### src/rtl/score_scan_driver.sv
// rtl/score_scan_driver.sv - 14-bit score to BCD converter with four-digit multiplexed scan.
// Optional macro SCAN_BLANK_EN enables leading-zero blanking.
module score_scan_driver #(
    parameter int REFRESH_DIV = 100000
) (
    input  logic        clk,
    input  logic        rst_n,
    input  logic [13:0] value,
    input  logic        load,
    output logic        busy,
    output logic [3:0]  digit,
    output logic [3:0]  an
);
    localparam int CW = (REFRESH_DIV > 1) ? $clog2(REFRESH_DIV) : 1;

    typedef enum logic [1:0] {
        IDLE   = 2'd0,
        CONV   = 2'd1,
        COMMIT = 2'd2
    } state_t;

    state_t         state_q, state_d;
    logic [13:0]    bin_q, bin_d;
    logic [15:0]    bcd_q, bcd_d;
    logic [3:0]     iter_q, iter_d;
    logic [15:0]    disp_q, disp_d;
    logic [CW-1:0]  cnt_q, cnt_d;
    logic [1:0]     idx_q, idx_d;
    logic [15:0]    adj;
    logic [3:0]     raw_digit;

    always_ff @(posedge clk or negedge rst_n) begin
        if (!rst_n) begin
            state_q <= IDLE;
            bin_q   <= '0;
            bcd_q   <= '0;
            iter_q  <= '0;
            disp_q  <= '0;
            cnt_q   <= '0;
            idx_q   <= '0;
        end else begin
            state_q <= state_d;
            bin_q   <= bin_d;
            bcd_q   <= bcd_d;
            iter_q  <= iter_d;
            disp_q  <= disp_d;
            cnt_q   <= cnt_d;
            idx_q   <= idx_d;
        end
    end

    // Add-3 correction applied before each shift keeps every nibble a valid BCD digit.
    always_comb begin
        adj = '0;
        for (int k = 0; k < 4; k++) begin
            adj[4*k +: 4] = (bcd_q[4*k +: 4] >= 4'd5) ? bcd_q[4*k +: 4] + 4'd3 : bcd_q[4*k +: 4];
        end
    end

    always_comb begin
        state_d = state_q;
        bin_d   = bin_q;
        bcd_d   = bcd_q;
        iter_d  = iter_q;
        disp_d  = disp_q;
        case (state_q)
            IDLE: begin
                if (load) begin
                    bin_d   = (value > 14'd9999) ? 14'd9999 : value;
                    bcd_d   = '0;
                    iter_d  = '0;
                    state_d = CONV;
                end
            end
            CONV: begin
                bcd_d  = {adj[14:0], bin_q[13]};
                bin_d  = {bin_q[12:0], 1'b0};
                iter_d = iter_q + 4'd1;
                if (iter_q == 4'd13) begin
                    state_d = COMMIT;
                end
            end
            COMMIT: begin
                disp_d  = bcd_q;
                state_d = IDLE;
            end
            default: state_d = IDLE;
        endcase
    end

    // Free-running scan, deliberately independent of conversion activity.
    always_comb begin
        cnt_d = cnt_q + CW'(1);
        idx_d = idx_q;
        if (cnt_q == CW'(REFRESH_DIV - 1)) begin
            cnt_d = '0;
            idx_d = idx_q + 2'd1;
        end
    end

    assign busy      = (state_q != IDLE);
    assign an        = ~(4'b0001 << idx_q);
    assign raw_digit = disp_q[4*idx_q +: 4];

`ifdef SCAN_BLANK_EN
    logic [1:0] msd;

    always_comb begin
        msd = 2'd0;
        for (int k = 1; k < 4; k++) begin
            if (disp_q[4*k +: 4] != 4'd0) begin
                msd = 2'(k);
            end
        end
    end

    assign digit = (idx_q > msd) ? 4'hF : raw_digit;
`else
    assign digit = raw_digit;
`endif

endmodule

### config.mk
export PLATFORM = sky130hd
export DESIGN_NAME = score_scan_driver
export DESIGN_NICKNAME = d
export VERILOG_FILES = /design/src/rtl/score_scan_driver.sv
export SDC_FILE = /design/constraint.sdc
export NUM_CORES = 1
export LEC_CHECK = 0
export ABC_AREA = 1
export CORE_ASPECT_RATIO = 1.5
export CORE_MARGIN = 3
export CORE_UTILIZATION = 30
export CTS_CLUSTER_DIAMETER = 200
export DETAILED_ROUTE_END_ITERATION = 12
export GPL_TIMING_DRIVEN = 0
export MAX_ROUTING_LAYER = met4
export SYNTH_ARGS = -nofsm -noshare
export SYNTH_HDL_FRONTEND = slang
export SYNTH_SLANG_ARGS = --single-unit
### constraint.sdc
create_clock -name clk -period 3.1 [get_ports clk]
set_input_delay 0.62 -clock clk [delete_from_list [all_inputs] [get_ports clk]]
set_output_delay 0.62 -clock clk [all_outputs]
set_load 0.02 [all_outputs]
==> impl_metrics.json <==
{
  "outcome": "completed",
  "layout_common_cells": "nand2_1 (148), dfrtp_1 (71), nor2_1 (65)",
  "critical_path_maximum_fanout": 11,
  "drv_slew": 0,
  "final_common_cell": "nand2_1",
  "final_antenna_violating_net_count": 0,
  "cts_repair_resize_count": 0,
  "timing.hold.ws_ns": 0.226,
  "synthesis.yosys.warnings": 0,
  "number_of_clock_sinks": 71,
  "pwr_density_cell_mw_per_mm2": 839,
  "fin_worst_skew_ns": 0.00418,
  "final.fill_count": 1277,
  "hold_path_class": "in -> async",
  "power_mw": 3.75,
  "post_drt_wl_per_cell_um": 12.0,
  "grt_util_all_layers": 0.131,
  "cts.hold.buffers_added": 0,
  "drive_gt1_frac": 0.0627,
  "yosys.area.top_type": "dfrtp_1",
  "final_critical_path_setup_slack_ns": 0.361,
  "count_of_inserted_antenna_diode_cells": 0,
  "grt_pass1_vias": 3198,
  "last_weighted_congestion_value_of_the_routability_driven_placer": 0.876,
  "post-route-min-period_ns": 2.74,
  "totalWireLength_mm": 8.15,
  "rrSetupSlack_ns": 1.57,
  "placement.setup.worst_slack_ns": 0.723,
  "die-height_um": 142,
  "netlist_area_mm2": 0.00371,
  "timing.final.hold_violations": 0,
  "ys_ff_latch": 71,
  "grt_antenna_before_repair": 0,
  "class_of_the_most_critical_setup_path": "reg -> out",
  "drt_first_iter_violations": 111,
  "worst_path_clk_slew_ns": 0.06,
  "initial_utilization": 0.309,
  "coreArea_mm2": 0.0120,
  "grt_max_degree": 42,
  "fin_crit_sh": 0.883,
  "synth_cell_types": 23,
  "max-slew-margin-rel": 0.648,
  "postSynthAreaPerCell_um2": 7.67,
  "placementRows": 49,
  "netlist_instances": 484,
  "cts_buffer_depth": 2,
  "vias": 3136,
  "aggregate_global_routing_overflow": 0,
  "setup-violations-final": 0,
  "clkLatencyLatePin_ns": 0.33,
  "firstDrtPassIters": 4,
  "crit-reg2reg-launch": "cnt_q[0]",
  "clock_tree.root_cell": "clkbuf_16",
  "critical_path.endpoint": "an[0]",
  "max-vdd-ir-drop_mv": 0.357,
  "drcViolationCount": 0,
  "numCtsBuffers": 9,
  "synth_top_area_frac": 0.479,
  "synth_top_cells_by_area": "dfrtp_1 (48%), nand2_1 (15%), nor2_1 (6.6%)",
  "place_hpwl_mm": 6.08,
  "r2r-end": "cnt_q[16]",
  "type_of_element_capturing_the_critical_path": "primary output",
  "area.growth.synth_to_final_pct": 20.4,
  "max_cap_viol_count": 0,
  "floorplan.die.width_um": 96.8,
  "io-pin-count": 26,
  "crit_arrival_ns": 2.12,
  "postCtsSetupBuffers": 0,
  "timing.critical_path.from_type": "flop",
  "worst-r2r-cell-count": 8,
  "measured_slew_at_the_worst_slew_check_pin_ns": 0.528,
  "drt-vias-per-instance": 4.62,
  "worst-endpoint-required_ns": 2.48,
  "layout.core_utilization": 0.372,
  "synth_nets": 516,
  "first_pass_grt_wire_length_mm": 14.2,
  "power.static_leakage_nw": 2.22,
  "setup_repair_after_global_routing_missed_its_margin": "no",
  "final_net_count": 553,
  "cts_tree": "yes",
  "setup.worst_path.start": "idx_q[0]",
  "number_of_input_and_output_port_buffers_inserted": 25,
  "htreeDepth": 3,
  "achievable-frequency_ghz": 0.365,
  "die_area_mm2": 0.0138,
  "seq_area_frac_synth": 0.479
}
## cell type report
type / instances / area (µm²) / share of cell area
Inverter: 59 / 224 / 0.0501
Clock inverter: 2 / 12.5 / 0.00280
Timing Repair Buffer: 26 / 268 / 0.0599
Multi-Input combinational cell: 343 / 1650 / 0.370
Buffer: 11 / 56.3 / 0.0126
Tap cell: 153 / 191 / 0.0429
Sequential cell: 71 / 1780 / 0.398
Clock buffer: 14 / 284 / 0.0636
## metrics by stage
step,cells,setup TNS [ns],instance area [µm²]
floorplan,484,0,3710
global placement,662,-75.64,4150
detailed placement,663,0,4170
CTS,679,0,4470
global route,679,0,4470
finish,679,0,4470
## worst min-delay path by stage
stage	from	endpoint	slack [ns]
6_report	rst_n	cnt_q[13]	0.23
5_1_grt	rst_n	cnt_q[11]	0.25
4_1_cts	rst_n	cnt_q[13]	0.22
3_5_place_dp	bin_q[1]	bin_q[1]	0.47
3_3_place_gp	bin_q[1]	bin_q[1]	0.47
2_1_floorplan	rst_n	bcd_q[0]	0.32
## Yosys cell counts
| master | instances |
|---|---|
| nand2_1 | 148 |
| dfrtp_1 | 71 |
| nor2_1 | 65 |
| inv_1 | 53 |
| o21ai_0 | 41 |
| nand3_1 | 28 |
| ha_1 | 15 |
| xor2_1 | 13 |
| o22ai_1 | 11 |
| buf_2 | 6 |
| o21ai_1 | 6 |
| a21oi_1 | 5 |
| a22oi_1 | 4 |
| inv_2 | 4 |
| clkbuf_1 | 3 |
| nand4_1 | 3 |
| nor2_2 | 2 |
| buf_1 | 1 |
| buf_6 | 1 |
| clkinv_1 | 1 |
| inv_4 | 1 |
| nand2_4 | 1 |
| nor2_4 | 1 |
## state kept, by name, indices dropped and copies added (netlist names)
register  flops
disp_q       16
cnt_q        17
idx_q         2
state_q       2
bcd_q        16
bin_q        14
iter_q        4
## critical path: stages, from the launching register on
cell,delay [ns]
dfrtp_1,0.37
buf_2,0.21
clkinv_1,0.27
ha_1,0.29
inv_1,0.05
clkdlybuf4s50_1,0.59
## logic make-up (layout without fill, tap and decap cells)
group / Yosys count / count (layout) / share of synthesized area
simple gates: 248 / 248 / 0.268
compound gates: 67 / 67 / 0.0968
flops: 71 / 71 / 0.479
xor+xnor: 13 / 13 / 0.0307
buf+inv: 70 / 112 / 0.0755
fa+ha+maj: 15 / 15 / 0.0506
## routing by layer
layer	GRT usage	up-vias	part of all wire
li1	-	1600	-
met1	0.139	1448	0.43
met2	0.226	67	0.50
met3	0.0343	21	0.043
met4	0.0643	0	0.032
met5	-	-	0
## power by group
group	switching [mW]	internal, mW	total, mW
combinational	0.770	0.498	1.27
clock	0.382	0.628	1.01
sequential	0.220	1.25	1.47
total	1.37	2.38	3.75
No activity file was read; power rests on OpenSTA's default activity.
